==> src/rtl/expand_accum_relu_pkg.sv <==
// Shared constants, FSM encoding and lane-slicing helpers for the expand
// convolution accumulate / bias / ReLU / requantise stage.
package expand_accum_relu_pkg;

   localparam int LANE_W     = 12;
   localparam int ACC_W      = 22;
   localparam int BIAS_W     = 16;
   localparam int N_LANES    = 4;
   localparam int FIFO_W     = LANE_W * N_LANES;
   localparam int BIAS_BUS_W = BIAS_W * N_LANES;
   localparam int Q_W        = 8;
   localparam int OUT_W      = 2 * N_LANES * Q_W;
   localparam int CH_W       = 11;
   localparam int GRP_W      = 12;
   localparam int SHIFT_W    = 4;

   typedef enum logic [1:0] {
      ST_IDLE  = 2'd0,
      ST_ACCUM = 2'd1,
      ST_BIAS  = 2'd2,
      ST_EMIT  = 2'd3
   } state_e;

   typedef enum logic [1:0] {
      BP_REQ  = 2'd0,
      BP_WAIT = 2'd1,
      BP_LOAD = 2'd2
   } bias_phase_e;

   // Lane k of a FIFO word, sign-extended to accumulator width.
   function automatic logic signed [ACC_W-1:0] lane_sext(
      input logic [FIFO_W-1:0] word,
      input int                k
   );
      logic [LANE_W-1:0] v;
      v = word[k*LANE_W +: LANE_W];
      return {{(ACC_W-LANE_W){v[LANE_W-1]}}, v};
   endfunction

   function automatic logic signed [BIAS_W-1:0] bias_lane(
      input logic [BIAS_BUS_W-1:0] word,
      input int                    k
   );
      return word[k*BIAS_W +: BIAS_W];
   endfunction

endpackage

==> src/rtl/expand_accum_relu_lane_requant.sv <==
// One output lane: accumulator + bias, ReLU, arithmetic right shift and
// saturation to uint8, captured into a holding register on load_i.
module exp_lane_requant
   import expand_accum_relu_pkg::*;
(
   input  logic                     clk_i,
   input  logic                     rst_i,
   input  logic                     clr_i,
   input  logic                     load_i,
   input  logic signed [ACC_W-1:0]  acc_i,
   input  logic signed [BIAS_W-1:0] bias_i,
   input  logic [SHIFT_W-1:0]       shift_i,
   output logic [Q_W-1:0]           q_o
);

   localparam int SUM_W = ACC_W + 1;

   logic signed [SUM_W-1:0] w_sum;
   logic [SUM_W-1:0]        w_relu;
   logic [SUM_W-1:0]        w_shifted;
   logic [Q_W-1:0]          w_sat;
   logic [Q_W-1:0]          r_q;

   // Bias add, ReLU clamp, shift and saturate for the current accumulator value.
   always_comb begin
      w_sum = {acc_i[ACC_W-1], acc_i} + {{(SUM_W-BIAS_W){bias_i[BIAS_W-1]}}, bias_i};
      if (w_sum[SUM_W-1]) begin
         w_relu = {SUM_W{1'b0}};
      end else begin
         w_relu = w_sum;
      end
      w_shifted = w_relu >> shift_i;
      if (|w_shifted[SUM_W-1:Q_W]) begin
         w_sat = 8'hFF;
      end else begin
         w_sat = w_shifted[Q_W-1:0];
      end
   end

   // Holding register keeps the byte stable while the consumer stalls.
   always_ff @(posedge clk_i) begin
      if (rst_i) begin
         r_q <= 8'h00;
      end else if (clr_i) begin
         r_q <= 8'h00;
      end else if (load_i) begin
         r_q <= w_sat;
      end else begin
         r_q <= r_q;
      end
   end

   assign q_o = r_q;

endmodule

==> src/rtl/expand_accum_relu.sv <==
// Pops the 3x3 and 1x1 expand partial-sum FIFOs in lock-step, accumulates
// over the input channels, then emits biased, ReLU'd, requantised bytes.
module expand_accum_relu
   import expand_accum_relu_pkg::*;
(
   input  logic                  clk_i,
   input  logic                  rst_i,
   input  logic                  start_i,
   input  logic [9:0]            in_ch_limit_i,
   input  logic [GRP_W-1:0]      group_limit_i,
   input  logic [SHIFT_W-1:0]    shift_i,
   input  logic [FIFO_W-1:0]     fifo_exp_3x3_rd_data_i,
   output logic                  fifo_exp_3x3_rd_en_o,
   input  logic                  fifo_exp_3x3_empty_i,
   input  logic [FIFO_W-1:0]     fifo_exp_1x1_rd_data_i,
   output logic                  fifo_exp_1x1_rd_en_o,
   input  logic                  fifo_exp_1x1_empty_i,
   output logic                  bias_req_o,
   input  logic                  bias_ready_i,
   input  logic [BIAS_BUS_W-1:0] bias_3x3_data_i,
   input  logic [BIAS_BUS_W-1:0] bias_1x1_data_i,
   output logic                  out_valid_o,
   input  logic                  out_ready_i,
   output logic [OUT_W-1:0]      out_data_o,
   output logic                  done_o
);

   state_e                  r_state;
   bias_phase_e             r_bphase;
   logic [CH_W-1:0]         r_in_ch;
   logic [CH_W-1:0]         r_pops;
   logic [CH_W-1:0]         r_acc_cnt;
   logic [GRP_W-1:0]        r_group_lim;
   logic [GRP_W-1:0]        r_group;
   logic [SHIFT_W-1:0]      r_shift;
   logic                    r_pop_d;
   logic                    r_bias_req;
   logic                    r_out_valid;
   logic                    r_done;
   logic signed [ACC_W-1:0] r_acc_3x3 [N_LANES];
   logic signed [ACC_W-1:0] r_acc_1x1 [N_LANES];

   logic                    w_rd_en;
   logic                    w_lane_load;
   logic                    w_lane_clr;
   logic [Q_W-1:0]          w_q_3x3 [N_LANES];
   logic [Q_W-1:0]          w_q_1x1 [N_LANES];
   logic [OUT_W-1:0]        w_out_data;

   // Pop both FIFOs together only while accumulating, both have data and channels remain.
   always_comb begin
      if (rst_i || start_i) begin
         w_rd_en = 1'b0;
      end else if ((r_state == ST_ACCUM) && !fifo_exp_3x3_empty_i &&
                   !fifo_exp_1x1_empty_i && (r_pops < r_in_ch)) begin
         w_rd_en = 1'b1;
      end else begin
         w_rd_en = 1'b0;
      end
   end

   assign w_lane_load = (r_state == ST_BIAS) && (r_bphase == BP_LOAD);
   assign w_lane_clr  = start_i;

   // Control FSM: config latch, pop/accumulate counting, bias fetch, output handshake.
   always_ff @(posedge clk_i) begin
      if (rst_i) begin
         r_state     <= ST_IDLE;
         r_bphase    <= BP_REQ;
         r_in_ch     <= 11'd1;
         r_pops      <= 11'd0;
         r_acc_cnt   <= 11'd0;
         r_group_lim <= 12'd1;
         r_group     <= 12'd0;
         r_shift     <= 4'd0;
         r_pop_d     <= 1'b0;
         r_bias_req  <= 1'b0;
         r_out_valid <= 1'b0;
         r_done      <= 1'b0;
      end else if (start_i) begin
         r_state     <= ST_ACCUM;
         r_bphase    <= BP_REQ;
         r_in_ch     <= (in_ch_limit_i == 10'd0) ? 11'd1 : {1'b0, in_ch_limit_i};
         r_group_lim <= (group_limit_i == 12'd0) ? 12'd1 : group_limit_i;
         r_shift     <= shift_i;
         r_pops      <= 11'd0;
         r_acc_cnt   <= 11'd0;
         r_group     <= 12'd0;
         r_pop_d     <= 1'b0;
         r_bias_req  <= 1'b0;
         r_out_valid <= 1'b0;
         r_done      <= 1'b0;
      end else begin
         r_pop_d    <= w_rd_en;
         r_done     <= 1'b0;
         r_bias_req <= 1'b0;
         if (w_rd_en) begin
            r_pops <= r_pops + 11'd1;
         end
         case (r_state)
            ST_IDLE: begin
               r_out_valid <= 1'b0;
            end
            ST_ACCUM: begin
               if (r_pop_d) begin
                  r_acc_cnt <= r_acc_cnt + 11'd1;
                  if (r_acc_cnt == (r_in_ch - 11'd1)) begin
                     r_state  <= ST_BIAS;
                     r_bphase <= BP_REQ;
                  end
               end
            end
            ST_BIAS: begin
               case (r_bphase)
                  BP_REQ: begin
                     if (bias_ready_i) begin
                        r_bias_req <= 1'b1;
                        r_bphase   <= BP_WAIT;
                     end
                  end
                  BP_WAIT: begin
                     r_bphase <= BP_LOAD;
                  end
                  BP_LOAD: begin
                     r_bphase    <= BP_REQ;
                     r_out_valid <= 1'b1;
                     r_state     <= ST_EMIT;
                  end
                  default: begin
                     r_bphase <= BP_REQ;
                  end
               endcase
            end
            ST_EMIT: begin
               if (out_ready_i) begin
                  r_out_valid <= 1'b0;
                  r_pops      <= 11'd0;
                  r_acc_cnt   <= 11'd0;
                  if (r_group == (r_group_lim - 12'd1)) begin
                     r_group <= 12'd0;
                     r_state <= ST_IDLE;
                     r_done  <= 1'b1;
                  end else begin
                     r_group <= r_group + 12'd1;
                     r_state <= ST_ACCUM;
                  end
               end
            end
            default: begin
               r_state <= ST_IDLE;
            end
         endcase
      end
   end

   // First word of a group loads the accumulators, later words add.
   always_ff @(posedge clk_i) begin
      if (rst_i || start_i) begin
         for (int k = 0; k < N_LANES; k++) begin
            r_acc_3x3[k] <= '0;
            r_acc_1x1[k] <= '0;
         end
      end else if ((r_state == ST_ACCUM) && r_pop_d) begin
         for (int k = 0; k < N_LANES; k++) begin
            if (r_acc_cnt == 11'd0) begin
               r_acc_3x3[k] <= lane_sext(fifo_exp_3x3_rd_data_i, k);
               r_acc_1x1[k] <= lane_sext(fifo_exp_1x1_rd_data_i, k);
            end else begin
               r_acc_3x3[k] <= r_acc_3x3[k] + lane_sext(fifo_exp_3x3_rd_data_i, k);
               r_acc_1x1[k] <= r_acc_1x1[k] + lane_sext(fifo_exp_1x1_rd_data_i, k);
            end
         end
      end else begin
         for (int k = 0; k < N_LANES; k++) begin
            r_acc_3x3[k] <= r_acc_3x3[k];
            r_acc_1x1[k] <= r_acc_1x1[k];
         end
      end
   end

   for (genvar g = 0; g < N_LANES; g++) begin : g_lane
      logic signed [BIAS_W-1:0] w_bias_3x3;
      logic signed [BIAS_W-1:0] w_bias_1x1;

      assign w_bias_3x3 = bias_lane(bias_3x3_data_i, g);
      assign w_bias_1x1 = bias_lane(bias_1x1_data_i, g);

      exp_lane_requant u_rq_3x3 (
         .clk_i   (clk_i),
         .rst_i   (rst_i),
         .clr_i   (w_lane_clr),
         .load_i  (w_lane_load),
         .acc_i   (r_acc_3x3[g]),
         .bias_i  (w_bias_3x3),
         .shift_i (r_shift),
         .q_o     (w_q_3x3[g])
      );

      exp_lane_requant u_rq_1x1 (
         .clk_i   (clk_i),
         .rst_i   (rst_i),
         .clr_i   (w_lane_clr),
         .load_i  (w_lane_load),
         .acc_i   (r_acc_1x1[g]),
         .bias_i  (w_bias_1x1),
         .shift_i (r_shift),
         .q_o     (w_q_1x1[g])
      );
   end

   // Pack 3x3 lanes into the upper half and 1x1 lanes into the lower half.
   always_comb begin
      w_out_data = 64'd0;
      for (int k = 0; k < N_LANES; k++) begin
         w_out_data[32 + 8*k +: 8] = w_q_3x3[k];
         w_out_data[8*k +: 8]      = w_q_1x1[k];
      end
   end

   assign fifo_exp_3x3_rd_en_o = w_rd_en;
   assign fifo_exp_1x1_rd_en_o = w_rd_en;
   assign bias_req_o           = r_bias_req;
   assign out_valid_o          = r_out_valid;
   assign out_data_o           = w_out_data;
   assign done_o               = r_done;

endmodule

==> config.mk <==
export PLATFORM = sky130hd
export DESIGN_NAME = expand_accum_relu
export DESIGN_NICKNAME = d
export VERILOG_FILES = /design/src/rtl/expand_accum_relu_pkg.sv /design/src/rtl/expand_accum_relu_lane_requant.sv /design/src/rtl/expand_accum_relu.sv
export SDC_FILE = /design/constraint.sdc
export NUM_CORES = 2
export LEC_CHECK = 0
export ABC_CLOCK_PERIOD_IN_PS = 4400
export CORE_ASPECT_RATIO = 0.6
export CORE_MARGIN = 4
export CORE_UTILIZATION = 46
export DETAILED_ROUTE_END_ITERATION = 8
export PLACE_DENSITY = 0.68
export SLEW_MARGIN = 20
export SYNTH_ARGS = -nofsm -noshare
export SYNTH_HDL_FRONTEND = slang
export SYNTH_SLANG_ARGS = --single-unit
==> constraint.sdc <==
create_clock -name clk_i -period 4.4 [get_ports clk_i]
set_input_delay 0.88 -clock clk_i [delete_from_list [all_inputs] [get_ports clk_i]]
set_output_delay 0.88 -clock clk_i [all_outputs]
set_load 0.05 [all_outputs]
==> Yosys cells after proc, flatten, opt, wreduce, memory -nomap -nowiden <==
Memories as Yosys holds them, arrays and structs flattened.
Index checks and enable logic that the tools add are counted.
{ "word_totals": {"word_cells": 213, "inputBits": 257, "mem_bits_ro": 0, "out_inout_bits": 69, "memories": 2, "ff_bits": 133, "ramBits": 176, "latch_bits": 0} }
{ "op_classes": {"n_mux": 81, "n_mul": 0, "n_div": 0, "order_cmp": 1, "eq_ne": 16, "bitwise_logic": 28, "reduce_logical": 35, "shift": 8, "n_addsub": 21} }
{ "memory_table": {"columns": ["memory", "depth", "word_bits", "read_ports", "rd_ports_with_merged_regs", "write_ports", "line", "rtl"], "rows": [
  ["r_acc_1x1", 4, 22, 4, 0, 4, "expand_accum_relu.sv:41", "logic signed [ACC_W-1:0] r_acc_1x1 [N_LANES];"],
  ["r_acc_3x3", 4, 22, 4, 0, 4, "expand_accum_relu.sv:40", "logic signed [ACC_W-1:0] r_acc_3x3 [N_LANES];"]
]} }
{ "ops": {"columns": ["op", "count"], "rows": [
  ["22-bit two-way mux", 32],
  ["22-bit by 16-bit adder with 23-bit output", 8],
  ["22-bit by 4-bit >> shifter with 23-bit output", 8],
  ["22-bit by 12-bit adder with 22-bit output", 8],
  ["15-bit OR reduction", 8],
  ["8-bit two-way mux", 8],
  ["11-bit two-way mux", 5],
  ["12-bit two-way mux", 2],
  ["1-bit bitwise OR", 24],
  ["11-bit by 1-bit adder with 11-bit output (second input constant)", 2],
  ["11-bit one-hot mux with 2 select lines", 1],
  ["1-bit two-way mux", 21],
  ["2-bit two-way mux", 7],
  ["12-bit by 1-bit adder with 12-bit output (second input constant)", 1],
  ["12-bit equality test", 1],
  ["12-bit logical NOT", 1],
  ["3-bit != test (second input constant)", 4],
  ["12-bit by 1-bit subtractor with 12-bit output (second input constant)", 1],
  ["11-bit equality test", 1],
  ["11-bit logical NOT", 1],
  ["11-bit less-than comparator", 1],
  ["11-bit by 1-bit subtractor with 11-bit output (second input constant)", 1],
  ["10-bit logical NOT", 1],
  ["10-bit two-way mux", 1],
  ["other kinds (22)", 42]
]} }

==> Logic depth before layout (Yosys ltp) <==
{ "logic_depth": {"word_depth": 9, "depth_mapped": 16, "depth_no_buf": 15} }

==> By module <==
From an unflattened synthesis, not the netlist that was laid out.
{ "unflattened": {"hier_cells": 5261, "area_unflattened_um2": 41089.4} }
{ "by_module_without_submodules": {"columns": ["module", "area_each_um2", "seq_area_each_um2", "cells_each", "n_inst"], "rows": [
  ["expand_accum_relu", 18470.2, 6646.4, 2051, 1],
  ["exp_lane_requant (g_lane[0].u_rq_3x3 ...)", 2857.7, 160.2, 408, 6],
  ["exp_lane_requant (g_lane[3].u_rq_3x3)", 2859.0, 160.2, 413, 1],
  ["exp_lane_requant (g_lane[0].u_rq_1x1)", 2613.8, 160.2, 349, 1]
]} }

==> Least setup slack after synthesis <==
OpenSTA, ideal clock, no wires.
{ "synth_path": {"path_type": "input port to flip-flop", "startpoint": "in bias_1x1_data_i[0]", "endpoint": "reg g_lane[0].u_rq_1x1.r_q[4]", "required_time_ns": 4.263, "arrival_ns": 4.402, "slack_ns": -0.139, "n_path_buf": 0, "cell_stages": 14, "setup_time_ns": 0.137, "path_cell_list": "ha_1 fa_1 a21o_1 and4_1 or4_1 a211o_1 mux2_2 nor2_1 mux2_2 a221o_1 a221oi_2 o2111ai_2 nor3_2 a221oi_1"} }
{ "synth_between": {"elab_chain_cells": 5} }
{ "synth_rtl": {"columns": ["item", "line", "rtl"], "rows": [
  ["from (decl)", "expand_accum_relu.sv:21", "input logic [BIAS_BUS_W-1:0] bias_1x1_data_i,"],
  ["22-bit by 16-bit adder with 23-bit output (*)", "expand_accum_relu_lane_requant.sv:26", "w_sum = {acc_i[ACC_W-1], acc_i} + {{(SUM_W-BIAS_W){bias_i[BIAS_W-1]}}, bias_i};"],
  ["22-bit two-way mux (*)", "expand_accum_relu_lane_requant.sv:27", "if (w_sum[SUM_W-1]) begin"],
  ["22-bit by 4-bit >> shifter with 23-bit output (*)", "expand_accum_relu_lane_requant.sv:32", "w_shifted = w_relu >> shift_i;"],
  ["15-bit OR reduction", "expand_accum_relu_lane_requant.sv:33", "if (|w_shifted[SUM_W-1:Q_W]) begin"],
  ["8-bit two-way mux (*)", "expand_accum_relu_lane_requant.sv:33", null],
  ["to (signal assigned)", "expand_accum_relu_lane_requant.sv:47", "r_q <= w_sat;"],
  ["to (signal assigned)", "expand_accum_relu_lane_requant.sv:49", "r_q <= r_q;"],
  ["to (decl)", "expand_accum_relu_lane_requant.sv:22", "logic [Q_W-1:0] r_q;"]
]} }
Mark *: on every way between the ends. The rest lies on a longest branch, timed or not.
A chain may end at the register's enable or synchronous reset.

==> Worst setup path in the final report <==
{ "layout_path": {"startpoint": "in bias_1x1_data_i[0]", "endpoint": "reg g_lane[0].u_rq_1x1.r_q[1]"} }
Same word-level chain as after synthesis.

==> flow_metrics.tcl <==
set metrics [dict create \
    outcome "completed" \
    synthArstFlopShare_pct 0 \
    synth_edf_count 176 \
    syn_area_um2 37400 \
    synth_top_area_share_pct 14.1 \
    numCtsBuffers 38 \
    final_common_cell "buf_4" \
    drive_gt1_share_pct 21.1 \
    yosys.area.top_type "edfxtp_1" \
    yosysSeqAreaShare_pct 21.2 \
    worstSetupStartpointType "input pin" \
    drv_cap 0 \
    required_ps 4840 \
    die_h_um 229 \
    finalMaxSlewViolations 0 \
    via_count 41100 \
    p_total_mw 12.7 \
    yosys.area_share.adder_pct 13.0 \
    p_leak_nw 22.0 \
    grt_max_degree 94 \
    final_cell_mix "888 x buf_4, 462 x nand2_1, 443 x a21oi_1" \
    avgSynthCellArea_um2 7.84 \
    root_buffer "clkbuf_16" \
    synth_xor_xnor_area_share_pct 7.14 \
    synth_simple_gate_area_share_pct 20.0 \
    start_util_pct 46.8 \
    r2r_start "r_acc_1x1[0][0]$_SDFFCE_PP0P_" \
    crit_arrival_ps 4790 \
    wl_per_cell_um 19.5 \
    areaGrowthSynthToFinish_pct 33.5 \
    cpMostUsedCell "mux2_4" \
    synth_nets 5411 \
    vdd_ir_drop_max_v 0.000246 \
    cp_num_buf_inv 2 \
    cts_tree "built" \
    hold_class "reg2reg" \
    fmax_ghz 0.230 \
    drt-total-wl_mm 134 \
    die_w_um 376 \
    cpLargestDelayFamily "compound AO/OA/AOI/OAI gates" \
    drc_errors 0 \
    setup_viol 0 \
    power_density_nw_per_um2 255 \
    fin_crit_ps 4340 \
    holdPathStages 2 \
    reg2regPathDepth 15 \
    fillers 7035 \
    nets 6424 \
    grt_usage_pct 29.4 \
    core_area_um2 80100 \
    drt_iter0_drc 3635 \
    clockBufferDepth 3 \
    clk_pin_slew_ps 60 \
    place.gp.congestion 0.948 \
    io_pins 326 \
    reg2reg_slack_ps 90 \
    ff_latch_area_um2 7940 \
    grt_pass1_wl_mm 209 \
    path_class "in2reg" \
    yosys_warnings 0 \
    die-area_um2 86200 \
    slowest_stage "or4_4" \
    htree_levels 2 \
    end_kind "flop" \
    slew_headroom_pct 42.5 \
    drt-vias-per-instance 5.97 \
    cts.sinks 308 \
    cts_hold_repair.buffers 0 \
    gr-total-overflow 0 \
    hold_viol_final 0 \
    synthDistinctLibCells 100 \
    cpPeakStageDelay_ps 430 \
    worstMarginPinSlew_ps 856 \
    fp-row-count 80 \
    holdWs_ps 463 \
    cp_max_fo 4 \
    reg2reg_to "g_lane[0].u_rq_1x1.q_o[1]$_SDFFE_PN0P_" \
    synth_top_family_by_area "compound AO/OA/AOI/OAI gates" \
    syn_inst 4774 \
    synth_flop_cell "edfxtp_1" \
    ys_ff_latch 308 \
    dr.pass1.iters 7 \
    skew_ps 41.9 \
    synth_mux_area_share_pct 5.57 \
    post-route-period-util_pct 98.7 \
    antenna_found_initial 5 \
    io_buffers 325 \
    dpl.hpwl_mm 104 \
    clk_latency_ps 590 \
    yosys-top-cells-area "edfxtp_1 14%, ha_1 12%, dfxtp_1 7.1%" \
    tns_ps 0 \
    grt_setup_unrepaired "yes" \
    ant_nets 0 \
    worstHoldEndpoint "r_pops[10]$_SDFF_PN0_" \
    crit_chain "dlygate4sd2_1 -> ha_4 -> fa_2 -> a21o_1 -> and4_1 -> or4_4 -> a211o_1 -> mux2_4 -> nor2_1 -> mux2_4 -> a221o_1 -> a221oi_2 -> o2111ai_2 -> buf_4 -> nor3_2 -> a211oi_1" \
    grt_pass1_vias 38400 \
    hold_start "r_pops[10]$_SDFF_PN0_" \
    synth_compound_area_share_pct 29.4 \
    multi_input_area_um2 28900 \
]
state kept, by name, indices dropped and copies added (netlist names):
signal and cells:
g_lane.u_rq_1x1.q_o 32, r_pops 11, r_acc_1x1 88, r_bphase 2, r_acc_3x3 88, bias_req_o 1, done_o 1, r_in_ch 10
r_pop_d 1, out_valid_o 1, r_group_lim 12, g_lane.u_rq_3x3.q_o 32, r_acc_cnt 11, r_group 12, r_shift 4, r_state 2
Yosys cell counts (19+ instances only):
cell,number
o31ai_1,33
clkbuf_1,212
a211oi_1,90
o21ai_0,327
o22ai_1,24
inv_1,117
nand3_1,165
o211ai_1,60
or2_2,23
o21a_1,47
nor2b_1,50
and3_1,54
a211o_1,30
o21bai_1,38
a221oi_1,34
buf_1,26
edfxtp_1,176
a21oi_1,453
a31oi_1,81
mux2i_1,134
and2_1,49
a2111oi_0,19
a21o_1,109
dfxtp_1,132
nor3_1,119
nand2b_1,51
mux2_2,34
nor4_1,21
ha_1,364
or3_1,65
nor2_1,411
nand4_1,43
xnor2_1,185
xor2_1,120
o31a_1,20
nand2_1,467
worst min-delay path, cell delays in order, from the launching register on:
cell,delay [ps]
dfxtp_1,310
nand2_1,50
o31ai_1,50
metal layers:
metal	wire [um]	GRT usage [%]
met5	12	0
met4	2310	5.65
met3	10300	4.86
met2	56600	44.1
met1	64900	44.4
power by group:
part / total, mW / leakage [nW] / switching (mW) / internal [mW]
Clock: 3.27 / 0.597 / 1.43 / 1.83
Sequential: 3.29 / 3.02 / 0.135 / 3.16
Combinational: 6.19 / 18.4 / 3.16 / 3.03
timing repair:
action | in CTS | in global routing
setup endpoints to repair | 37 | 66
resized for setup | 11 | 147
pin swaps | 14 | 78
buffers inserted | 1 | 15
metrics by stage:
step	util, %	std cells	cell area, um2	setup WS [ps]
4_1_cts	61.4	6867	49100	2.71
3_3_place_gp	59.8	6797	47900	-730
3_5_place_dp	59.8	6797	47900	-786
2_1_floorplan	-	4774	37500	0.966
5_1_grt	62.4	6883	50000	-31.6
6_report	62.4	6884	50000	55.3
cell families after synthesis:
group | count (synthesis)
muxes | 184
DFF | 308
xor gates and xnor gates | 305
and+or+nand+nor | 1581
buffers and inverters | 366
AOI/OAI and AO/OA | 1650
adders and majority gates | 380
worst max-delay path by stage:
stage / from / to / cells past startpoint
global route: bias_1x1_data_i[20] / g_lane[1].u_rq_1x1.q_o[0]$_SDFFE_PN0P_ / 15
detailed placement: bias_1x1_data_i[0] / g_lane[0].u_rq_1x1.q_o[0]$_SDFFE_PN0P_ / 16
finish: bias_1x1_data_i[0] / g_lane[0].u_rq_1x1.q_o[1]$_SDFFE_PN0P_ / 16
global placement: bias_1x1_data_i[0] / g_lane[0].u_rq_1x1.q_o[1]$_SDFFE_PN0P_ / 16
CTS: bias_3x3_data_i[0] / g_lane[0].u_rq_3x3.q_o[4]$_SDFFE_PN0P_ / 15
floorplan: bias_3x3_data_i[32] / g_lane[2].u_rq_3x3.q_o[0]$_SDFFE_PN0P_ / 14
area by class of cell:
class                      instances  share of cell area [%]
antenna                            2                  0.0100
inverter                         117                   0.894
sequential                       308                    15.9
tap                             1066                    2.67
clock buffer                      61                    2.34
timing repair buffer            1222                    20.2
multi-input combinational       4100                    57.9
clock inverter                     8                   0.115
Note: power is estimated with default switching activity, not from simulation.
